[src/rtl/tank_pkg.sv]
// Shared types and constants for the tank game datapath: shell FSM states,
// fixed-point format, screen limits and direction encodings.
package tank_pkg;

    localparam int unsigned COORD_W  = 10;
    localparam int unsigned SCOORD_W = 11;
    localparam int unsigned FRAC_W   = 4;
    localparam int unsigned YFP_W    = SCOORD_W + FRAC_W;

    localparam int unsigned X_MAX = 639;
    localparam int unsigned Y_MAX = 479;

    localparam logic [1:0] DIR_LEFT  = 2'd0;
    localparam logic [1:0] DIR_RIGHT = 2'd1;

    typedef enum logic [1:0] {
        IDLE   = 2'd0,
        FLIGHT = 2'd1,
        DONE   = 2'd2
    } shell_state_t;

    // Shell kinematic state: integer x, 11.4 fixed-point y, vertical speed in 1/16 px/frame
    typedef struct packed {
        logic signed [SCOORD_W-1:0] x;
        logic signed [YFP_W-1:0]    y_fp;
        logic signed [SCOORD_W-1:0] vy;
    } shell_kin_t;

    // Clamp a signed screen coordinate to the visible, unsigned range
    function automatic logic [COORD_W-1:0] sat_coord(input logic signed [SCOORD_W-1:0] v);
        return v[SCOORD_W-1] ? '0 : v[COORD_W-1:0];
    endfunction

endpackage

[src/rtl/shell_hit_detect.sv]
// Combinational box-overlap test of a point against a square target:
// |x - tx| <= ts and |y - ty| <= ts, all operands signed 11-bit.
module shell_hit_detect
    import tank_pkg::*;
(
    input  logic signed [SCOORD_W-1:0] i_x,
    input  logic signed [SCOORD_W-1:0] i_y,
    input  logic signed [SCOORD_W-1:0] i_tx,
    input  logic signed [SCOORD_W-1:0] i_ty,
    input  logic signed [SCOORD_W-1:0] i_ts,
    output logic                       o_overlap_c
);

    localparam int unsigned DW = SCOORD_W + 1;

    logic signed [DW-1:0] w_dx;
    logic signed [DW-1:0] w_dy;
    logic signed [DW-1:0] w_adx;
    logic signed [DW-1:0] w_ady;
    logic signed [DW-1:0] w_s;

    // One extra bit keeps the difference of two 11-bit values from wrapping
    assign w_dx  = {i_x[SCOORD_W-1], i_x} - {i_tx[SCOORD_W-1], i_tx};
    assign w_dy  = {i_y[SCOORD_W-1], i_y} - {i_ty[SCOORD_W-1], i_ty};
    assign w_adx = w_dx[DW-1] ? -w_dx : w_dx;
    assign w_ady = w_dy[DW-1] ? -w_dy : w_dy;
    assign w_s   = {i_ts[SCOORD_W-1], i_ts};

    assign o_overlap_c = !w_s[DW-1] && (w_adx <= w_s) && (w_ady <= w_s);

endmodule

[src/rtl/shell_ballistics.sv]
// Single-shell projectile stage: launches on a rising edge of shoot, integrates
// a gravity trajectory once per frame and reports one-frame hit/miss pulses.
module shell_ballistics #(
    parameter int unsigned VX         = 2,
    parameter int unsigned VY_BASE    = 64,
    parameter int unsigned GRAV       = 2,
    parameter int unsigned LAUNCH_DY  = 6,
    parameter int unsigned Y_MAX      = tank_pkg::Y_MAX,
    parameter int unsigned X_MAX      = tank_pkg::X_MAX,
    parameter int unsigned FLIGHT_MAX = 511
) (
    input  logic       frame_clk,
    input  logic       Reset,
    input  logic       shoot,
    input  logic [9:0] TankX,
    input  logic [9:0] TankY,
    input  logic [1:0] Direction,
    input  logic [9:0] y_component,
    input  logic [9:0] enemyX,
    input  logic [9:0] enemyY,
    input  logic [9:0] enemyS,
    output logic [9:0] ShellX,
    output logic [9:0] ShellY,
    output logic       shell_active,
    output logic       hit,
    output logic       miss
);
    import tank_pkg::COORD_W;
    import tank_pkg::SCOORD_W;
    import tank_pkg::FRAC_W;
    import tank_pkg::YFP_W;
    import tank_pkg::DIR_LEFT;
    import tank_pkg::shell_state_t;
    import tank_pkg::IDLE;
    import tank_pkg::FLIGHT;
    import tank_pkg::DONE;
    import tank_pkg::shell_kin_t;
    import tank_pkg::sat_coord;

    localparam int unsigned CNT_W    = 10;
    localparam int unsigned VY_CLAMP = 255;

    logic             r_shoot_q;
    shell_state_t     r_state;
    shell_kin_t       r_kin;
    logic             r_dir_left;
    logic [CNT_W-1:0] r_cnt;

    logic                       w_fire;
    logic signed [SCOORD_W-1:0] w_vy_sum;
    logic signed [SCOORD_W-1:0] w_vy_launch;
    logic [COORD_W-1:0]         w_y_launch;
    shell_kin_t                 w_kin_launch;
    shell_kin_t                 w_kin_next;
    logic signed [SCOORD_W-1:0] w_ny;
    logic                       w_overlap;
    logic                       w_out;
    logic                       w_timeout;

    assign w_fire = shoot & ~r_shoot_q;

    // Launch state: vertical speed clamped to [0, VY_CLAMP], launch point floored at row 0
    always_comb begin
        w_vy_sum = SCOORD_W'(VY_BASE) + {y_component[COORD_W-1], y_component};
        if (w_vy_sum[SCOORD_W-1]) begin
            w_vy_launch = '0;
        end else if (w_vy_sum > SCOORD_W'(VY_CLAMP)) begin
            w_vy_launch = SCOORD_W'(VY_CLAMP);
        end else begin
            w_vy_launch = w_vy_sum;
        end

        w_y_launch = (TankY < COORD_W'(LAUNCH_DY)) ? '0 : TankY - COORD_W'(LAUNCH_DY);

        w_kin_launch.x    = {1'b0, TankX};
        w_kin_launch.y_fp = {1'b0, w_y_launch, {FRAC_W{1'b0}}};
        w_kin_launch.vy   = w_vy_launch;
    end

    // Candidate next-frame state; y decreases while vy is positive (upward)
    always_comb begin
        w_kin_next.x    = r_dir_left ? r_kin.x - SCOORD_W'(VX) : r_kin.x + SCOORD_W'(VX);
        w_kin_next.y_fp = r_kin.y_fp - {{(YFP_W - SCOORD_W){r_kin.vy[SCOORD_W-1]}}, r_kin.vy};
        w_kin_next.vy   = r_kin.vy - SCOORD_W'(GRAV);
        w_ny            = w_kin_next.y_fp[YFP_W-1:FRAC_W];
    end

    // Negative y (above the screen top) is deliberately not an out-of-bounds condition
    assign w_out = w_kin_next.x[SCOORD_W-1]
                || (w_kin_next.x[COORD_W-1:0] > COORD_W'(X_MAX))
                || (!w_ny[SCOORD_W-1] && (w_ny[COORD_W-1:0] >= COORD_W'(Y_MAX)));

    assign w_timeout = (r_cnt >= CNT_W'(FLIGHT_MAX));

    shell_hit_detect u_hit_detect (
        .i_x         (w_kin_next.x),
        .i_y         (w_ny),
        .i_tx        ({1'b0, enemyX}),
        .i_ty        ({1'b0, enemyY}),
        .i_ts        ({1'b0, enemyS}),
        .o_overlap_c (w_overlap)
    );

    // Flight FSM; hit has priority over miss, and a miss leaves the last drawn position
    always_ff @(posedge frame_clk) begin
        if (Reset) begin
            r_state      <= IDLE;
            r_shoot_q    <= 1'b0;
            r_kin        <= '0;
            r_dir_left   <= 1'b0;
            r_cnt        <= '0;
            ShellX       <= '0;
            ShellY       <= '0;
            shell_active <= 1'b0;
            hit          <= 1'b0;
            miss         <= 1'b0;
        end else begin
            r_shoot_q <= shoot;
            hit       <= 1'b0;
            miss      <= 1'b0;
            case (r_state)
                IDLE: begin
                    if (w_fire) begin
                        r_kin        <= w_kin_launch;
                        r_dir_left   <= (Direction == DIR_LEFT);
                        r_cnt        <= '0;
                        ShellX       <= TankX;
                        ShellY       <= w_y_launch;
                        shell_active <= 1'b1;
                        r_state      <= FLIGHT;
                    end
                end
                FLIGHT: begin
                    if (w_overlap) begin
                        hit     <= 1'b1;
                        ShellX  <= sat_coord(w_kin_next.x);
                        ShellY  <= sat_coord(w_ny);
                        r_state <= DONE;
                    end else if (w_out || w_timeout) begin
                        miss    <= 1'b1;
                        r_state <= DONE;
                    end else begin
                        r_kin  <= w_kin_next;
                        r_cnt  <= r_cnt + CNT_W'(1);
                        ShellX <= sat_coord(w_kin_next.x);
                        ShellY <= sat_coord(w_ny);
                    end
                end
                DONE: begin
                    shell_active <= 1'b0;
                    r_state      <= IDLE;
                end
                default: begin
                    r_state <= IDLE;
                end
            endcase
        end
    end

endmodule

[config.mk]
export PLATFORM = sky130hd
export DESIGN_NAME = shell_ballistics
export DESIGN_NICKNAME = d
export VERILOG_FILES = /design/src/rtl/tank_pkg.sv /design/src/rtl/shell_hit_detect.sv /design/src/rtl/shell_ballistics.sv
export SDC_FILE = /design/constraint.sdc
export NUM_CORES = 1
export LEC_CHECK = 0
export BUFFER_PORTS_ARGS = -buffer_cell sky130_fd_sc_hd__buf_2
export CELL_PAD_IN_SITES_DETAIL_PLACEMENT = 0
export CELL_PAD_IN_SITES_GLOBAL_PLACEMENT = 2
export CORE_MARGIN = 2
export CORE_UTILIZATION = 38
export DETAILED_ROUTE_END_ITERATION = 6
export PLACE_DENSITY_LB_ADDON = 0.1
export SYNTH_ARGS = -nofsm -noshare
export SYNTH_HDL_FRONTEND = slang
export SYNTH_HIERARCHICAL = 1
export SYNTH_SLANG_ARGS = --single-unit
[constraint.sdc]
create_clock -name frame_clk -period 9.5 [get_ports frame_clk]
set_clock_uncertainty 0.15 [all_clocks]
set_input_delay 0.95 -clock frame_clk [delete_from_list [all_inputs] [get_ports frame_clk]]
set_output_delay 0.95 -clock frame_clk [all_outputs]
set_load 0.1 [all_outputs]
# After elaboration in Yosys (flattened, before gate mapping)
# Index checks and enable logic that the tools add are counted.
# classes
n_div	0
bitwise_logic	3
muxes	32
magnitude_cmp	7
addsub	11
reduce_logical	17
multipliers	0
n_shift	0
n_eq_ne	7
# ops
cell	count
10-bit two-way mux	14
37-bit two-way mux	3
37-bit case mux with 2 select lines	1
10-bit case mux with 2 select lines	3
12-bit by 11-bit less-or-equal comparator with 1-bit output	2
12-bit two-way mux	2
12-bit negation	2
11-bit by 11-bit subtractor with 12-bit output	2
11-bit by 2-bit subtractor with 11-bit output, second input constant	2
10-bit by 9-bit greater-or-equal comparator with 1-bit output, second input constant	2
15-bit subtractor	1
11-bit by 2-bit adder with 11-bit output, second input constant	1
8-bit by 10-bit adder with 11-bit output, first input constant	1
11-bit by 8-bit greater-than comparator with 1-bit output, second input constant	1
11-bit two-way mux	1
10-bit by 1-bit adder with 10-bit output, second input constant	1
10-bit greater-than comparator, second input constant	1
10-bit by 3-bit less-than comparator with 1-bit output, second input constant	1
10-bit by 3-bit subtractor with 10-bit output, second input constant	1
2-bit two-way mux	3
2-bit inequality test, second input constant	3
3-bit by 2-bit inequality test with 1-bit output, second input constant	2
2-bit AND reduction	3
2-bit logical NOT	2
15 further kinds	22
# word_totals
input_bits	65
word_cells	89
mem_count	0
latchBits	0
rom_bits	0
ram_bits	0
output_inout_bits	23
regBits	74

# Longest topological paths before layout
# Gate-level depths: netlist (run 1).
# depth
ltp_word	9
ltp_mapped	32
depth_no_buf	29

# Cells and area by module
# Netlist (run 1), hierarchy kept.
# modules_own_cells
mod	n_inst	cells_each	area_each_um2
shell_ballistics	1	599	4837.1
shell_hit_detect	1	311	2219.6

# Least setup slack after synthesis (run 1)
# Ideal clock, no wire load.
# synth_timing
kind	register to register
startpoint	reg r_kin[11] in the netlist's numbering
endpoint	reg r_kin[15] in the netlist's numbering
synth_period_minus_slack_ps	5919
slack_ps	3581
path_buffers	4
path_stages_with_launch	31
arrival_time_ps	5683
setup_ps	86
cell_sequence	dfxtp_1 > inv_1 > ha_1 > fa_1 > nor2b_2 > o31a_1 > o22ai_1 > o221ai_1 > xor2_1 > ha_1 > clkbuf_1 > a21o_1 > a31oi_1 > a21bo_2 > buf_2 > nand2_1 > xnor2_1 > ha_1 > a21o_1 > a21o_1 > a21oi_1 > o21ai_0 > a211oi_1 > o221ai_1 > a21oi_1 > nor2_1 > and3b_1 > a21bo_2 > buf_2 > buf_2 > a211oi_1
# synth_rtl
item	line_no	source
start: declaration	shell_ballistics.sv:45	shell_kin_t r_kin;
start signal: assignment	shell_ballistics.sv:124	r_kin <= w_kin_launch;
start signal: assignment	shell_ballistics.sv:143	r_kin <= w_kin_next;

==> results.md, run 1 <==
Route:
- Using the TritonRoute via totals, the vias-per-cell ratio works out to about 5.5.
- The final routed wire length divided by cell count is 16.4 um.
- The pre-antenna-repair detailed-routing pass consisted of 5 iterations.
- For this block, the via count after detailed routing is roughly 6600.
- The iteration-0 DRC count of the detailed router is about 290.
- The count of nets left with antenna violations once routing finished came out at 0.
- The remaining design rule violation count is 0.
- The sum of routed wire length over all layers is around 20 mm.

Final layout:
- The top cell types in the final layout, fill and taps aside, are sky130_fd_sc_hd__nor2_1, sky130_fd_sc_hd__buf_2, sky130_fd_sc_hd__ha_1, sky130_fd_sc_hd__dfxtp_1, sky130_fd_sc_hd__inv_1.
- The library cell used most frequently in the layout, excluding fill and tap cells, is sky130_fd_sc_hd__nor2_1.
- In the final layout, the share of cells above drive strength 1 is ~14%.
- The layout filler cell count is 1880.
- The number of diodes added for antenna fixing is 0.
- The final net count is between 1000 and 1500.
- From synthesis to final layout, the design area changed by 13.3%.

Logic synthesis:
- Yosys printed 6 warnings.
- After synthesis, the share of flip-flops with an asynchronous set or reset is 0%.
- The number of synthesized register bits is 74.
- The number of synthesized flops with an enable pin is 0.
- Synthesis handed over a netlist of just over 900 instances.
- In the synthesized netlist the dominant register cell turns out to be sky130_fd_sc_hd__dfxtp_1.
- The register area share after synthesis is 21.0%.
- The netlist uses between 80 and 90 different library cells.
- The cell area after technology mapping is just over 7000 um^2.
- After synthesis, the mean cell area works out to between 7 and 8 um^2.

Clock network:
- The maximum number of buffers from clock root to sink is 2.
- The count of instances resized after the clock tree is built is 0.
- The number of CTS-inserted buffers is 9.
- The number of post-CTS setup repair buffers is 0.
- The number of hold buffers added after CTS is 0.
- The number of clock sinks seen by CTS is 74.
- The CTS tree is done.
- The clock latency on the worst-skew pair is between 300 and 400 ps.
- The H-tree generated during clock tree synthesis spans 3 levels.
- After clock tree synthesis, the clock-pin slew on the worst setup and hold paths is 60 ps.
- The master cell of the clock root buffer is sky130_fd_sc_hd__clkbuf_16.

Timing:
- The part of the cycle the worst path needs is 75.5%.
- The number of failing hold endpoints at the final stage was 0.
- The number of setup violations in the final report is 0.
- The count of final max-slew check failures was 0.
- Setup repair after global routing left no endpoint under its margin.
- For the pin with the worst max-slew slack, the measured transition is roughly 1100 ps.
- In this run the tightest slew margin relative to its limit is a little under a quarter.
- Derived from the worst setup path, the maximum achievable clock frequency is 0.139 GHz.
- In the final timing run, aggregate negative setup slack is 0 ps.
- The final period demand of the worst path is a little over 7000 ps.

Global route:
- The total congestion overflow is 0.
- The number of antenna violations at the first check in global routing is 0.
- Across every metal layer, demand over resource in global routing totals around a fifth.
- The largest net degree at the start of global routing is 59.
- The first global-routing pass estimated roughly 32 mm of wire.
- The via count of the first global-routing pass is around 6400.

Status:
- The flow ran to the end, and the final reports show no timing, DRC or antenna violations.

Critical path:
- Along the worst path, the maximum fanout reaches between 50 and 60.
- The worst setup path is of the flip-flop to flip-flop kind.
- The launching element type of the critical path is a flip-flop.
- The critical path arrival is about 7300 ps.
- At the worst endpoint, the required time is 9620 ps.
- The worst setup path is captured at a flip-flop.

Die:
- The starting density of the core is about two fifths.
- The core region is ~18000 um^2.
- The vertical die dimension is around 140 um.
- The die covers roughly 20000 um^2.
- The count of pins on the block boundary is 88.
- The floorplan step set the die width to approximately 140 um.
- The floorplan has slightly below 50 rows.

Placed design:
- The port buffer count is just under 90.
- The total half-perimeter wirelength after legalization and detailed placement is approximately 16 mm.
- The last weighted congestion value of the routability-driven placer is approximately 0.86.

Flow run:
- The tool flagged a number of max-cap violations equal to 0.

Worst hold path:
- The min-delay analysis places its worst path in the category flip-flop to flip-flop.
-- per-stage QoR --
| stage | instance area [um^2] | instances | worst slack [ps] | hold slack (ps) | utilization (%) |
|---|---|---|---|---|---|
| finish | 7990 | 1215 | 2330 | 304 | 44.2 |
| CTS | 7990 | 1215 | 2330 | 306 | 44.2 |
| global route | 7990 | 1215 | 1630 | 329 | 44.2 |
| global placement | 7670 | 1199 | 2330 | 294 | 42.4 |
| detailed placement | 7670 | 1199 | 2370 | 293 | 42.4 |
| floorplan | 7060 | 912 | 3580 | 272 | - |
-- critical path, stage by stage, from the launching register on --
cell and delay [ps]:
sky130_fd_sc_hd__dfxtp_1 330, sky130_fd_sc_hd__inv_1 40, sky130_fd_sc_hd__ha_1 190, sky130_fd_sc_hd__fa_1 400, sky130_fd_sc_hd__nor2b_2 170, sky130_fd_sc_hd__o31a_1 250
sky130_fd_sc_hd__or2_1 150, sky130_fd_sc_hd__a21oi_1 80, sky130_fd_sc_hd__xnor2_1 480, sky130_fd_sc_hd__ha_1 370, sky130_fd_sc_hd__nor2b_1 170, sky130_fd_sc_hd__o31ai_1 290
sky130_fd_sc_hd__a21oi_1 200, sky130_fd_sc_hd__a31oi_1 330, sky130_fd_sc_hd__mux2i_1 240, sky130_fd_sc_hd__nand3_1 120, sky130_fd_sc_hd__nor4_1 350, sky130_fd_sc_hd__ha_1 310
sky130_fd_sc_hd__a211oi_1 220, sky130_fd_sc_hd__o21ai_0 120, sky130_fd_sc_hd__a211oi_1 200, sky130_fd_sc_hd__o221ai_1 160, sky130_fd_sc_hd__a21oi_1 370, sky130_fd_sc_hd__nor2_1 130
sky130_fd_sc_hd__and3b_1 200, sky130_fd_sc_hd__a21bo_2 560, sky130_fd_sc_hd__mux2_2 430, sky130_fd_sc_hd__nor2_1 80
-- cell usage after synthesis (4+ instances only) --
| cell | number | area (um^2) |
|---|---|---|
| sky130_fd_sc_hd__o21ai_1 | 13 | 65.1 |
| sky130_fd_sc_hd__a211oi_1 | 29 | 218 |
| sky130_fd_sc_hd__a21oi_1 | 60 | 300 |
| sky130_fd_sc_hd__nand2_1 | 62 | 233 |
| sky130_fd_sc_hd__nand2b_1 | 9 | 56.3 |
| sky130_fd_sc_hd__nand3_1 | 15 | 75.1 |
| sky130_fd_sc_hd__nor3_1 | 19 | 95.1 |
| sky130_fd_sc_hd__o31ai_1 | 10 | 75.1 |
| sky130_fd_sc_hd__a21o_1 | 18 | 135 |
| sky130_fd_sc_hd__a31oi_1 | 8 | 50.1 |
| sky130_fd_sc_hd__and2_1 | 8 | 50.1 |
| sky130_fd_sc_hd__a22oi_1 | 6 | 45.0 |
| sky130_fd_sc_hd__nand4_1 | 8 | 50.1 |
| sky130_fd_sc_hd__o2111ai_1 | 6 | 52.6 |
| sky130_fd_sc_hd__ha_1 | 75 | 938 |
| sky130_fd_sc_hd__mux2i_1 | 15 | 150 |
| sky130_fd_sc_hd__o211ai_1 | 15 | 113 |
| sky130_fd_sc_hd__a21boi_0 | 5 | 37.5 |
| sky130_fd_sc_hd__nor4_1 | 8 | 50.1 |
| sky130_fd_sc_hd__inv_1 | 68 | 255 |
| sky130_fd_sc_hd__dfxtp_1 | 74 | 1480 |
| sky130_fd_sc_hd__nor2_1 | 115 | 432 |
| sky130_fd_sc_hd__clkbuf_1 | 23 | 86.3 |
| sky130_fd_sc_hd__o21ai_0 | 31 | 155 |
| sky130_fd_sc_hd__o211a_1 | 7 | 70.1 |
| sky130_fd_sc_hd__or4_1 | 5 | 37.5 |
| sky130_fd_sc_hd__o22ai_1 | 5 | 31.3 |
| sky130_fd_sc_hd__xnor2_1 | 37 | 324 |
| sky130_fd_sc_hd__and3_1 | 6 | 37.5 |
| sky130_fd_sc_hd__fa_1 | 4 | 80.1 |
| sky130_fd_sc_hd__or3_1 | 7 | 43.8 |
| sky130_fd_sc_hd__buf_2 | 10 | 50.1 |
| sky130_fd_sc_hd__a311oi_1 | 5 | 43.8 |
| sky130_fd_sc_hd__o21a_1 | 11 | 82.6 |
| sky130_fd_sc_hd__nor2b_1 | 11 | 68.8 |
| sky130_fd_sc_hd__nor3b_1 | 5 | 37.5 |
| sky130_fd_sc_hd__xor2_1 | 27 | 236 |
-- metal layers --
metal  routed length [um]  GRT usage [%]  up-vias
li1                     -              -     3462
met1                 9840           28.2     3087
met2                 9420           34.9       86
met3                  570           2.19       10
met4                  140           4.04        0
met5                    0              0        -
-- final cells by class --
type	instances	area [um^2]	share of cell area, %
sequential	74	1480	18.5
clock inverter	6	90.1	1.13
inverter	70	263	3.29
tap	229	287	3.58
timing repair buffer	93	480	6.01
clock buffer	10	229	2.86
multi-input combinational	733	5160	64.6
-- flip-flops by register name, summed over array words and instances, names as in the netlist, 2 cells and up --
signal,cells
r_cnt,10
ShellX,10
r_kin,37
ShellY,10
r_state,2
-- cell families after synthesis --
group	Yosys count	share of synthesized area (%)
buf+inv	105	5.98
other cells	1	0.0531
flops	74	21.0
fa+ha+maj	79	14.4
simple gates	299	20.6
xor+xnor	64	7.94
compound gates	271	27.6
mux	17	2.45
-- path summary, 6_finish.rpt --
kind	startpoint	to	slack, ps	depth (start not counted)
max	r_kin[11]	r_cnt[0]	2330	27
min reg2reg	r_cnt[9]	r_cnt[9]	300	2
min	r_cnt[9]	r_cnt[9]	300	2
max reg2reg	r_kin[11]	r_cnt[0]	2330	27
Power of run 1 is not shown: default switching activity piles up to over one toggle a cycle in this logic, so the estimate is an artifact.
==> run 2, diff against run 1 <==
--- a/config.mk
+++ b/config.mk
@@ -9,7 +9,7 @@
 export CELL_PAD_IN_SITES_DETAIL_PLACEMENT = 0
 export CELL_PAD_IN_SITES_GLOBAL_PLACEMENT = 2
 export CORE_MARGIN = 2
-export CORE_UTILIZATION = 38
+export CORE_UTILIZATION = 32
 export DETAILED_ROUTE_END_ITERATION = 6
 export PLACE_DENSITY_LB_ADDON = 0.1
 export SYNTH_ARGS = -nofsm -noshare
==> constraint.sdc (replaced) <==
create_clock -name frame_clk -period 5.9 [get_ports frame_clk]
set_clock_uncertainty 0.15 [all_clocks]
set_input_delay 0.59 -clock frame_clk [delete_from_list [all_inputs] [get_ports frame_clk]]
set_output_delay 0.59 -clock frame_clk [all_outputs]
set_load 0.1 [all_outputs]
==> run 2 against run 1 <==
  * Critical path depth grew 4
  * Hold slack lost 4.3 ps
  * Final cell count grew 19%
  * Maximum frequency grew 22%
  * Core utilization grew 1.3 points
  * Count of clock-buffer cells in the layout grew 3
  * Largest cell class unchanged
==> results.md, run 2 (synthesis results as in run 1) <==
Final layout:
- The register with the highest flop count is r_kin (unchanged).
- The final net count was 1301 (was 1125).
- The most common cell after layout, fill and taps aside was sky130_fd_sc_hd__buf_4 (was sky130_fd_sc_hd__nor2_1).
- The share of the core filled with cells is 45.5% (was 44.2%).
- The flip-flop count of the largest register, all copies and words added is 37 (unchanged).
- The signed area change from the synthesized netlist to the final layout came to 40.3% (was 13.3%).
- The number of diodes added for antenna fixing is 0 (unchanged).
- The share of final-layout standard cells stronger than drive strength 1 was 33.0% (was 13.6%).
- The layout filler cell count is 2280 (was 1880).
- Most used cells in the layout excluding fill and tap cells: sky130_fd_sc_hd__buf_4, sky130_fd_sc_hd__nor2_1, sky130_fd_sc_hd__buf_2, sky130_fd_sc_hd__dfxtp_1, sky130_fd_sc_hd__ha_1 (was sky130_fd_sc_hd__nor2_1, sky130_fd_sc_hd__buf_2, sky130_fd_sc_hd__ha_1, sky130_fd_sc_hd__dfxtp_1, sky130_fd_sc_hd__inv_1).

Global route:
- The largest net degree at the start of global routing is 41 (was 59).
- The global-route usage over all layers was 19.6% (was 20.5%).
- The number of antenna violations at the first check in global routing was 0 (unchanged).
- The total congestion overflow is 0 (unchanged).
- The first-pass GRT wire length is 37.1 mm (was 32.4 mm).
- The via count of the first global-routing pass came to 7197 (was 6374).

Timing:
- The tightest hold margin is 299 ps (was 304 ps).
- The part of the cycle the worst path needs came to 99.9% (was 75.5%).
- The slew at the pin with the worst max-slew slack is 991 ps (was 1140 ps).
- The maximum frequency from static timing analysis is 0.170 GHz (was 0.139 GHz).
- The count of final max-slew check failures is 0 (unchanged).
- The number of failing hold endpoints at the final stage is 0 (unchanged).
- The worst slew margin relative to its limit is 33.3% (was 23.9%).
- Setup repair after global routing missed its margin: true (was false).
- The number of setup violations in the final report was 0 (unchanged).
- The final period demand of the worst path came to 5890 ps (was 7170 ps).

Route:
- The average via count per standard cell is 5.12 (was 5.47).
- The sum of routed wire length over all layers is 22.9 mm (was 20.0 mm).
- The iteration-0 DRC count of the detailed router is 263 (was 285).
- The total iterations of the first detailed-routing run came to 4 (was 5).
- The detailed-route via count is 7377 (was 6645).
- The final routed wire length divided by cell count is 15.8 um (was 16.4 um).
- The remaining design rule violation count is 0 (unchanged).
- The count of antenna-violating nets left after detailed routing is 0 (unchanged).

Clock network:
- The CTS tree is done (unchanged).
- The master cell of the clock root buffer is sky130_fd_sc_hd__clkbuf_16 (unchanged).
- The total number of H-tree levels came to 3 (unchanged).
- The number of clock sinks seen by CTS is 74 (unchanged).
- The maximum number of buffers from clock root to sink is 2 (unchanged).
- The clock edge transition at the registers on the reported setup and hold paths is 60 ps (about the same).
- The clock latency on the worst-skew pair is 340 ps (was 330 ps).
- The number of CTS-inserted buffers was 9 (unchanged).

Die:
- The count of pins on the block boundary is 88 (unchanged).
- The row count was 54 (was 49).
- The die area is 23300 um^2 (was 19700 um^2).
- The die extent in x is 153 um (was 140 um).
- The vertical die dimension is 153 um (was 140 um).
- The starting density of the core is 32.4% (was 39.0%).
- The area inside the core boundary is 21800 um^2 (was 18100 um^2).

Critical path:
- The highest net fanout along the worst path was 8 (was 58).
- The stage delay of the slowest cell on the critical path is 440 ps (was 560 ps).
- The launching element type of the critical path is a flip-flop (unchanged).
- The critical path required time is 5980 ps (was 9620 ps).
- The master of the slowest instance on the critical path is sky130_fd_sc_hd__a311o_2 (was sky130_fd_sc_hd__a21bo_2).
- The sort of element at the end of the critical path was a flip-flop (unchanged).
- The type of the setup path with the least slack is flip-flop to flip-flop (unchanged).
- In this design, the critical path's most frequently occurring cell is sky130_fd_sc_hd__buf_4.
- The critical path arrival is 5970 ps (was 7290 ps).
- The worst-case register-to-register setup slack was 8 ps (was 2330 ps).

Placed design:
- The total half-perimeter wirelength after legalization and detailed placement was 18.3 mm (was 15.7 mm).
- The last weighted congestion value of the routability-driven placer was 0.804 (was 0.863).
- The port buffer count came to 87 (unchanged).

Worst hold path:
- The path class of the lowest-slack min-delay path is flip-flop to flip-flop (unchanged).

Status:
- Outcome: finished, final reports clean (unchanged).

Flow run:
- The max-capacitance violation count is 0 (unchanged).
[run 2: per-stage QoR]
step                      setup slack, ps  instances  instance area, um^2  setup TNS (ps)
after global routing                 -318       1442                 9900          -14770
after global placement               -478       1412                 8990          -23910
after CTS                           -20.5       1437                 9640           -68.1
after detailed placement             -474       1412                 8990          -23850
after floorplan                      20.0        912                 7070               0
final                                8.06       1442                 9900               0
[run 2: worst paths after layout]
check                           startpoint   endpoint  cells past startpoint
worst max-delay path              r_kin[6]  ShellX[3]                     31
worst min-delay path             ShellX[3]  ShellX[3]                      2
worst max register to register    r_kin[6]  ShellX[3]                     31
worst min register to register   ShellX[3]  ShellX[3]                      2
[run 2: repair_timing]
action / 4_1_cts / 5_1_grt
hold buffers: 0 / 0
resized for setup: 62 / 54
pin swaps: 33 / 31
setup buffers: 11 / 5
endpoints found under the setup margin: 67 / 69
cloned: 2 / 0
[run 2: cell type report]
| type | count | area, um^2 | share of cell area (%) |
|---|---|---|---|
| sequential | 74 | 1490 | 15.0 |
| inverter | 70 | 263 | 2.65 |
| clock inverter | 3 | 15.0 | 0.152 |
| multi-input combinational | 734 | 5650 | 57.1 |
| tap | 280 | 350 | 3.54 |
| timing repair buffer | 268 | 1890 | 19.1 |
| clock buffer | 13 | 250 | 2.53 |
[run 2: worst max-delay path, delay by kind of cell, from the launching register on]
kind | cells | cell delay, ps
xor+xnor | 3 | 450
buf+inv | 7 | 1040
flops | 1 | 330
fa+ha+maj | 3 | 960
compound gates | 12 | 2110
simple gates | 6 | 760
[run 2: routing by layer]
layer,vias up,part of all wire [%],global-route usage [%]
li1,3807,-,-
met1,3434,48,26.4
met2,105,47,33.5
met3,31,2.3,1.85
met4,0,2.0,5.73
met5,-,0,0
Power of run 2 is left out for the same reason.
==> run 3, diff against run 2 <==
--- a/config.mk
+++ b/config.mk
@@ -6,12 +6,13 @@
 export NUM_CORES = 1
 export LEC_CHECK = 0
 export BUFFER_PORTS_ARGS = -buffer_cell sky130_fd_sc_hd__buf_2
+export CAP_MARGIN = 40
 export CELL_PAD_IN_SITES_DETAIL_PLACEMENT = 0
 export CELL_PAD_IN_SITES_GLOBAL_PLACEMENT = 2
 export CORE_MARGIN = 2
 export CORE_UTILIZATION = 32
 export DETAILED_ROUTE_END_ITERATION = 6
-export PLACE_DENSITY_LB_ADDON = 0.1
+export PLACE_DENSITY = 0.75
 export SYNTH_ARGS = -nofsm -noshare
 export SYNTH_HDL_FRONTEND = slang
 export SYNTH_HIERARCHICAL = 1
==> run 3 against run 2 <==
  * The run now ends with negative setup slack left
  * Non-clock buffer count shrank 12
  * Flip-flop and latch count is the same
  * Die area is the same
  * Final cell count down 0.97%
  * Count of clock-buffer cells in the layout unchanged
  * Maximum frequency is 0.24% lower
==> results.md, run 3 (synthesis results as in run 1) <==
Timing:
- The number of setup violations in the final report is 1 (was 0).
- Setup repair after global routing missed its margin: true (unchanged).
- The worst setup margin was -6.03 ps (was 8.06 ps).
- The worst slew margin relative to its limit is 44.3% (was 33.3%).
- The maximum frequency from static timing analysis is 0.169 GHz (was 0.170 GHz).
- The slew at the pin with the worst max-slew slack is 828 ps (was 991 ps).
- The number of failing hold endpoints at the final stage is 0 (unchanged).
- The part of the cycle the worst path needs is 100% (was 99.9%).
- The final period demand of the worst path was 5910 ps (was 5890 ps).
- The count of final max-slew check failures is 0 (unchanged).

Route:
- The average via count per standard cell came to 5.08 (was 5.12).
- The remaining design rule violation count was 0 (unchanged).
- The final routed wire length divided by cell count is 15.6 um (was 15.8 um).
- The sum of routed wire length over all layers is 22.3 mm (was 22.9 mm).
- The detailed-route via count is 7254 (was 7377).
- The total iterations of the first detailed-routing run is 4 (unchanged).
- The count of antenna-violating nets left after detailed routing is 0 (unchanged).
- The iteration-0 DRC count of the detailed router is 293 (was 263).

Status:
- The checks that failed: negative setup slack.
- Outcome: finished, violations left (was finished, final reports clean).

Critical path:
- The master of the slowest instance on the critical path is sky130_fd_sc_hd__or3_4 (was sky130_fd_sc_hd__a311o_2).
- The critical path arrival is 5960 ps (was 5970 ps).
- The stage delay of the slowest cell on the critical path came to 430 ps (was 440 ps).
- The highest net fanout along the worst path is 6 (was 8).
- The cell depth of the worst flop-to-flop path is 31 (unchanged).
- The cell seen most often among critical-path stages is sky130_fd_sc_hd__a21oi_2 (was sky130_fd_sc_hd__buf_4).
- The end of the worst register-to-register path is ShellY[0] (was ShellX[3]).
- The end point of the critical path is ShellY[0] (was ShellX[3]).
- The launching element of the worst setup path was r_kin[11] (was r_kin[6]).
- The type of the setup path with the least slack was flip-flop to flip-flop (unchanged).
- The critical path required time is 5960 ps (was 5980 ps).
- The sort of element at the end of the critical path is a flip-flop (unchanged).
- The start of the worst register-to-register path is r_kin[11] (was r_kin[6]).
- The launching element type of the critical path is a flip-flop (unchanged).
- The worst-case register-to-register setup slack was -6 ps (was 8 ps).

Flow run:
- The max-capacitance violation count is 0 (unchanged).

Die:
- The die extent in x is 153 um (unchanged).
- The die area came to 23300 um^2 (unchanged).
- The row count is 54 (unchanged).
- The area inside the core boundary came to 21800 um^2 (unchanged).
- The starting density of the core is 32.4% (unchanged).
- The vertical die dimension is 153 um (unchanged).
- The count of pins on the block boundary is 88 (unchanged).

Final layout:
- The footprint of the flip-flops and latches was 1490 um^2 (about the same).
- The number of diodes added for antenna fixing is 0 (unchanged).
- The post-layout instance count excluding filler cells is 1428 (was 1442).
- Most used cells in the layout excluding fill and tap cells: sky130_fd_sc_hd__buf_4, sky130_fd_sc_hd__nor2_1, sky130_fd_sc_hd__buf_2, sky130_fd_sc_hd__dfxtp_1, sky130_fd_sc_hd__inv_1 (was sky130_fd_sc_hd__buf_4, sky130_fd_sc_hd__nor2_1, sky130_fd_sc_hd__buf_2, sky130_fd_sc_hd__dfxtp_1, sky130_fd_sc_hd__ha_1).
- The signed area change from the synthesized netlist to the final layout came to 41.1% (was 40.3%).
- The share of final-layout standard cells stronger than drive strength 1 is 33.6% (was 33.0%).
- The multi-input gate area in the final layout is 5750 um^2 (was 5650 um^2).
- The flip-flop count of the largest register, all copies and words added is 37 (unchanged).
- The area of all placed cells without fillers is 9950 um^2 (was 9900 um^2).
- The final net count is 1288 (was 1301).
- The most common cell after layout, fill and taps aside is sky130_fd_sc_hd__buf_4 (unchanged).
- The share of the core filled with cells is 45.8% (was 45.5%).
- The register with the highest flop count is r_kin (unchanged).
- The layout filler cell count was 2202 (was 2280).

Global route:
- The first-pass GRT wire length is 35.4 mm (was 37.1 mm).
- The largest net degree at the start of global routing is 32 (was 41).
- The number of antenna violations at the first check in global routing came to 0 (unchanged).
- The total congestion overflow is 0 (unchanged).
- The via count of the first global-routing pass is 6965 (was 7197).
- The global-route usage over all layers is 18.6% (was 19.6%).

Placed design:
- The total half-perimeter wirelength after legalization and detailed placement is 17.5 mm (was 18.3 mm).
- The worst slack at placement came to -385 ps (was -474 ps).
- The cell count after placement came to 1394 (was 1412).
- The instance area at placement came to 8860 um^2 (was 8990 um^2).
- The port buffer count is 87 (unchanged).
- The last weighted congestion value of the routability-driven placer came to 0.831 (was 0.804).

Clock network:
- The master cell of the clock root buffer was sky130_fd_sc_hd__clkbuf_16 (unchanged).
- The number of clock sinks seen by CTS is 74 (unchanged).
- The total number of H-tree levels is 3 (unchanged).
- The clock latency on the worst-skew pair came to 340 ps (about the same).
- The number of CTS-inserted buffers is 9 (unchanged).
- The clock edge transition at the registers on the reported setup and hold paths is 60 ps (about the same).
- The maximum number of buffers from clock root to sink is 2 (unchanged).
- The CTS tree is done (unchanged).

Worst hold path:
- The count of cells along the worst hold path is 2 (unchanged).
- The path class of the lowest-slack min-delay path is flip-flop to flip-flop (unchanged).
==> run 3: cell types whose count changed in the layout (fill, tap and decap cells not counted), moves of 3 or more <==
| cell | change |
|---|---|
| sky130_fd_sc_hd__o2111ai_1 | +3 |
| sky130_fd_sc_hd__a211oi_2 | +4 |
| sky130_fd_sc_hd__a211oi_1 | -4 |
| sky130_fd_sc_hd__buf_4 | -15 |
| sky130_fd_sc_hd__nor2_2 | -5 |
| sky130_fd_sc_hd__nor2_4 | +4 |
| sky130_fd_sc_hd__a21oi_2 | +5 |
| sky130_fd_sc_hd__ha_1 | -6 |
| sky130_fd_sc_hd__a21oi_1 | -6 |
| sky130_fd_sc_hd__ha_4 | +4 |
==> run 3: area by class of cell <==
type                    instances  share of cell area, %
well taps                     280                   3.52
multi-input cells             733                   57.8
repair buffers                256                   18.4
flip-flops and latches         74                   14.9
inverters                      70                   2.64
clock buffers                  13                   2.61
clock inverters                 2                  0.126
==> run 3: through the flow <==
step | setup TNS [ps] | hold WS [ps]
after floorplan | 0 | 272
after global placement | -13980 | 297
after detailed placement | -14460 | 292
after CTS | -232 | 298
after global routing | -14880 | 330
final | -6.03 | 300
==> run 3: how the worst min path moves through the flow <==
stage,start,end
floorplan,r_cnt[9],r_cnt[9]
global placement,r_cnt[9],r_cnt[9]
detailed placement,ShellY[9],ShellY[9]
CTS,ShellY[9],ShellY[9]
global route,r_kin[29],r_kin[29]
finish,ShellY[9],ShellY[9]
==> run 3: per-layer routing <==
layer	vias to the layer above	part of all wire, %	GRT usage (%)
li1	3773	-	-
met1	3367	49	25.4
met2	96	47	31.8
met3	18	2.5	2.02
met4	0	1.4	4.01
met5	-	0	0
==> run 3: timing repair <==
item                       CTS  global route
hold endpoints to repair     0             0
pin swaps                   28            29
setup endpoints to repair   66            68
hold buffers                 0             0
gates cloned                 2             1
gates resized for setup     63            69
setup buffers               11             8
==> run 3: critical path, delay by kind of cell (launching register included) <==
kind	cells	cell delay, ps
AO/OA/AOI/OAI	13	2200
XOR/XNOR	2	260
adder cells (fa/ha/maj)	4	1090
buffers and inverters	5	600
flip-flops	1	330
AND/OR/NAND/NOR	7	1140
Power of run 3 is left out for the same reason.
